==> src/rtl/serial_mag_compare_ctrl_pkg.sv <==
// serial_mag_compare_ctrl_pkg: shared state type and pair/steps width helpers
package serial_mag_compare_ctrl_pkg;

    typedef enum logic {IDLE, RUN} state_t;

    function automatic int pairs(input int width);
        return width / 2;
    endfunction

    function automatic int steps_w(input int width);
        return $clog2(width / 2) + 1;
    endfunction

endpackage

==> src/rtl/serial_mag_compare_ctrl_cmp2_slice.sv <==
// cmp2_slice: magnitude compare of one 2-bit pair
module cmp2_slice (
    input  logic a1,
    input  logic a0,
    input  logic b1,
    input  logic b0,
    output logic gt,
    output logic eq,
    output logic lt
);

    assign gt = {a1, a0} > {b1, b0};
    assign eq = {a1, a0} == {b1, b0};
    assign lt = {a1, a0} < {b1, b0};

endmodule

==> src/rtl/serial_mag_compare_ctrl.sv <==
// serial_mag_compare_ctrl: MSB-first 2-bit-per-cycle magnitude comparator with early exit
module serial_mag_compare_ctrl
    import serial_mag_compare_ctrl_pkg::*;
#(
    parameter int WIDTH = 8
) (
    input  logic                        clk,
    input  logic                        rst,
    input  logic                        start,
    input  logic [WIDTH-1:0]            a,
    input  logic [WIDTH-1:0]            b,
    output logic                        busy,
    output logic                        done,
    output logic                        g,
    output logic                        e,
    output logic                        l,
    output logic [steps_w(WIDTH)-1:0]   steps
);

    localparam int SW = steps_w(WIDTH);
    localparam int NP = pairs(WIDTH);

    state_t state, state_nx;
    logic [WIDTH-1:0] ra, rb;
    logic [SW-1:0] cnt;
    logic gt, eq, lt, load, last, fin;

    // the operands shift left each cycle so the pair under test is always the top two bits
    cmp2_slice u_slice (
        .a1 (ra[WIDTH-1]),
        .a0 (ra[WIDTH-2]),
        .b1 (rb[WIDTH-1]),
        .b0 (rb[WIDTH-2]),
        .gt (gt),
        .eq (eq),
        .lt (lt)
    );

    // state register
    always_ff @(posedge clk) begin
        if (rst) state <= IDLE;
        else     state <= state_nx;
    end

    // next state: leave RUN on the first unequal pair or after the last pair
    always_comb begin
        state_nx = state == IDLE ? (start ? RUN : IDLE) : (fin ? IDLE : RUN);
    end

    // status and control strobes
    always_comb begin
        busy = state == RUN;
        load = state == IDLE && start;
        last = cnt == SW'(NP - 1);
        fin  = busy && (!eq || last);
    end

    // operand capture, pair stepping and result registers
    always_ff @(posedge clk) begin
        if (rst) begin
            done  <= 1'b0;
            g     <= 1'b0;
            e     <= 1'b0;
            l     <= 1'b0;
            steps <= '0;
            cnt   <= '0;
            ra    <= '0;
            rb    <= '0;
        end else begin
            done <= fin;
            if (load) begin
                ra  <= a;
                rb  <= b;
                cnt <= '0;
            end
            if (busy) begin
                ra  <= ra << 2;
                rb  <= rb << 2;
                cnt <= cnt + SW'(1);
            end
            if (fin) begin
                g     <= gt;
                e     <= eq;
                l     <= lt;
                steps <= cnt + SW'(1);
            end
        end
    end

endmodule

==> config.mk <==
export PLATFORM = sky130hd
export DESIGN_NAME = serial_mag_compare_ctrl
export DESIGN_NICKNAME = d
export VERILOG_FILES = /design/src/rtl/serial_mag_compare_ctrl_pkg.sv /design/src/rtl/serial_mag_compare_ctrl_cmp2_slice.sv /design/src/rtl/serial_mag_compare_ctrl.sv
export SDC_FILE = /design/constraint.sdc
export NUM_CORES = 1
export LEC_CHECK = 0
export CAP_MARGIN = 30
export CELL_PAD_IN_SITES_DETAIL_PLACEMENT = 0
export CELL_PAD_IN_SITES_GLOBAL_PLACEMENT = 1
export CORE_UTILIZATION = 37
export CTS_CLUSTER_DIAMETER = 50
export CTS_CLUSTER_SIZE = 28
export DETAILED_ROUTE_END_ITERATION = 16
export GPL_TIMING_DRIVEN = 0
export PLACE_DENSITY = 0.73
export SLEW_MARGIN = 40
export SYNTH_ARGS = -nofsm -noshare
export SYNTH_HDL_FRONTEND = slang
export SYNTH_SLANG_ARGS = --single-unit
export TNS_END_PERCENT = 50
==> constraint.sdc <==
create_clock -name clk -period 1.9 [get_ports clk]
set_clock_uncertainty 0.05 [all_clocks]
set_input_delay 0.19 -clock clk [delete_from_list [all_inputs] [get_ports clk]]
set_output_delay 0.19 -clock clk [all_outputs]
set_load 0.005 [all_outputs]
==> results.tsv <==
stage	metric	value	unit
cells_and_area	design_area	0.001524	mm2
floorplan	initial_core_util	0.3902	
critical_path	crit_arrival	1910	ps
cells_and_area	fillers	314	
worst_hold_path	min_from	start	
cells_and_area	synthToLayoutAreaGrowth	27.94	%
clock_network	clock_sinks	27	
timing	setup_viol	0	
floorplan	die_area	0.003450	mm2
cells_and_area	final_util	0.4992	
synthesis	synth_top_family_by_area	multiplexers	
routing	postRouteWirelength	2.265	mm
synthesis	avgSynthCellArea	10.83	um2
routing	drt-wirelength-per-cell	12.38	um
routing	vias_per_cell	4.814	
clock_network	clock_path_buffers	2	
synthesis	synthMuxAreaShare	0.2658	
global_route	grt_pass1_vias	841	
critical_path	cp-end-kind	flip-flop	
clock_network	post_cts_resized	0	
synthesis	synth-seq-cells	27	
global_route	grt_max_degree	16	
clock_network	clockRootBuffer	clkbuf_4	
clock_network	ctsHoldBuffers	0	
clock_network	htreeDepth	1	
timing	min_period	1678	ps
synthesis	synthSimpleGateAreaFrac	0.1019	
synthesis	syn_area	0.001191	mm2
critical_path	cp_data_required_time	2130	ps
placement	place_hpwl	1.668	mm
clock_network	insertion_delay	330	ps
cells_and_area	diodes	0	
global_route	grt-ovfl-total	0	
timing	tns	0	ps
timing	hold_viol_final	0	
global_route	grt_pass1_wl	3.670	mm
placement	post-place-ws	274.4	ps
cells_and_area	drive_gt1_frac	0.1583	
timing	fin_ws	221.5	ps
run	drv_cap	0	
placement	place_inst	179	
critical_path	cp-startpoint	cnt[0]	
routing	drc_errors	0	
power_and_ir_drop	power	1.101	mW
clock_network	post-cts-setup-buffer-count	0	
cells_and_area	final_cells	183	
synthesis	synth_nets	133	
critical_path	crit_fanout	6	
clock_network	path_clk_slew	150	ps
placement	gp_congestion	0.7289	
placement	numPortBuffers	25	
synthesis	seq_area_frac_synth	0.4538	
critical_path	crit_type	flip-flop to flip-flop	
status	run_status	completed	
routing	antenna_left	0	
routing	route.vias.total	881	
timing	clock.fmax	595.8	MHz
synthesis	synth_compound_area_frac	0.07143	
cells_and_area	nets	163	
global_route	met3_usage	0.01978	
floorplan	die_w	58.74	um
synthesis	syn_inst	110	
synthesis	synthDistinctLibCells	25	
timing	relSlewSlack	0.6609	
global_route	gr-max-usage-layer	met2	
clock_network	cts_tree	built	
global_route	met1_usage	0.1714	
power_and_ir_drop	power_density	722.3	mW/mm2
floorplan	rows	20	
timing	hold_slack	253.1	ps
power_and_ir_drop	vdd_drop_max	0.3952	mV
placement	place_area	0.001496	mm2
worst_hold_path	hold_class	input port to flip-flop	
global_route	met2_usage	0.2468	
routing	drt-initial-drc-count	11	
floorplan	core	0.003053	mm2
global_route	antenna_found_initial	0	
timing	tightest_slew	508.6	ps
clock_network	numCtsBuffers	3	
timing	drv_slew	0	
power_and_ir_drop	leakage	0.6205	nW
synthesis	yosysWarningCount	0	
timing	rsz0062_at_grt	no	
floorplan	io_pins	27	
critical_path	r2r_start	cnt[0]	
floorplan	fp.dieH	58.74	um
synthesis	synth_xor_area_frac	0	
global_route	grtUsageTotal	0.1424	
synthesis	synth_adder_area_share	0.04202	
timing	min_period_over_period	0.8834	
routing	first_pass_iters	4	
critical_path	start_kind	flip-flop	
-- routing by layer --
metal	part of all wire	vias to the layer above	wire, um
li1	-	437	-
met1	0.47	426	1074
met2	0.48	13	1084
met3	0.029	5	65
met4	0.018	0	40
met5	0	-	0
-- sequential cells by signal, indices dropped and copies added, names as in the netlist --
| register | count |
|---|---|
| g | 1 |
| busy | 1 |
| e | 1 |
| rb | 8 |
| cnt | 3 |
| steps | 3 |
| done | 1 |
| ra | 8 |
| l | 1 |
-- final cells by class --
type / instances / area [um2] / area share
buffer: 7 / 58.81 / 0.03859
sequential: 27 / 540.5 / 0.3547
clock inverter: 1 / 5.005 / 0.003284
multi-input combinational: 71 / 573.1 / 0.3760
tap: 44 / 55.05 / 0.03612
timing repair buffer: 25 / 250.2 / 0.1642
inverter: 5 / 18.77 / 0.01232
clock buffer: 3 / 22.52 / 0.01478
-- cell usage after synthesis, drive strengths merged --
cell,count,area share
nor2b,2,0.011
nor2,16,0.050
nand3b,1,0.0063
nand2,2,0.0063
o2bb2ai,3,0.022
mux2i,17,0.14
a21oi,3,0.013
clkbuf,2,0.0063
nor3b,1,0.0063
ha,4,0.042
mux2,12,0.12
a22o,1,0.0074
nor3,4,0.017
o31a,1,0.0084
inv,5,0.016
a32o,1,0.0084
dfxtp,27,0.45
a211oi,1,0.0063
a21o,1,0.0063
nand2b,1,0.0053
buf,5,0.043
-- layout by cell type (no fill, tap or decap), types with 2 or more instances in the layout --
cell,n
nor2b_1,2
inv_1,5
nor2_1,16
nand2_1,2
mux2_4,3
clkdlybuf4s50_1,25
mux2_2,9
a21oi_1,3
dfxtp_1,27
nor3_1,4
o2bb2ai_1,3
clkbuf_1,2
clkbuf_4,3
mux2i_1,17
ha_1,4
buf_4,2
-- power by group --
group	switching [mW]	internal [mW]	leakage [nW]	total (mW)
sequential	0.0185	0.603	0.221	0.621
clock	0.174	0.0790	0.0177	0.253
combinational	0.0950	0.132	0.382	0.227
-- critical path: stages, from the launching register on --
cell	delay (ps)
dfxtp_1	360
ha_1	200
ha_1	190
nand3b_1	190
a21oi_1	430
a22o_1	210
-- path summary, 6_finish.rpt --
kind / end / slack, ps / depth (start not counted)
setup / recovery: steps[1] / 220 / 5
hold / removal: ra[7] / 250 / 4
setup reg to reg: steps[1] / 220 / 5
hold reg to reg: steps[2] / 430 / 1
-- cell families (layout without fill, tap and decap cells) --
family	Yosys count	count (layout)
buffers and inverters	12	41
flip-flops	27	27
multiplexers	29	29
adder cells (fa/ha/maj)	4	4
AND/OR/NAND/NOR	27	27
AO/OA/AOI/OAI	11	11
No activity file was read; power rests on OpenSTA's default activity.
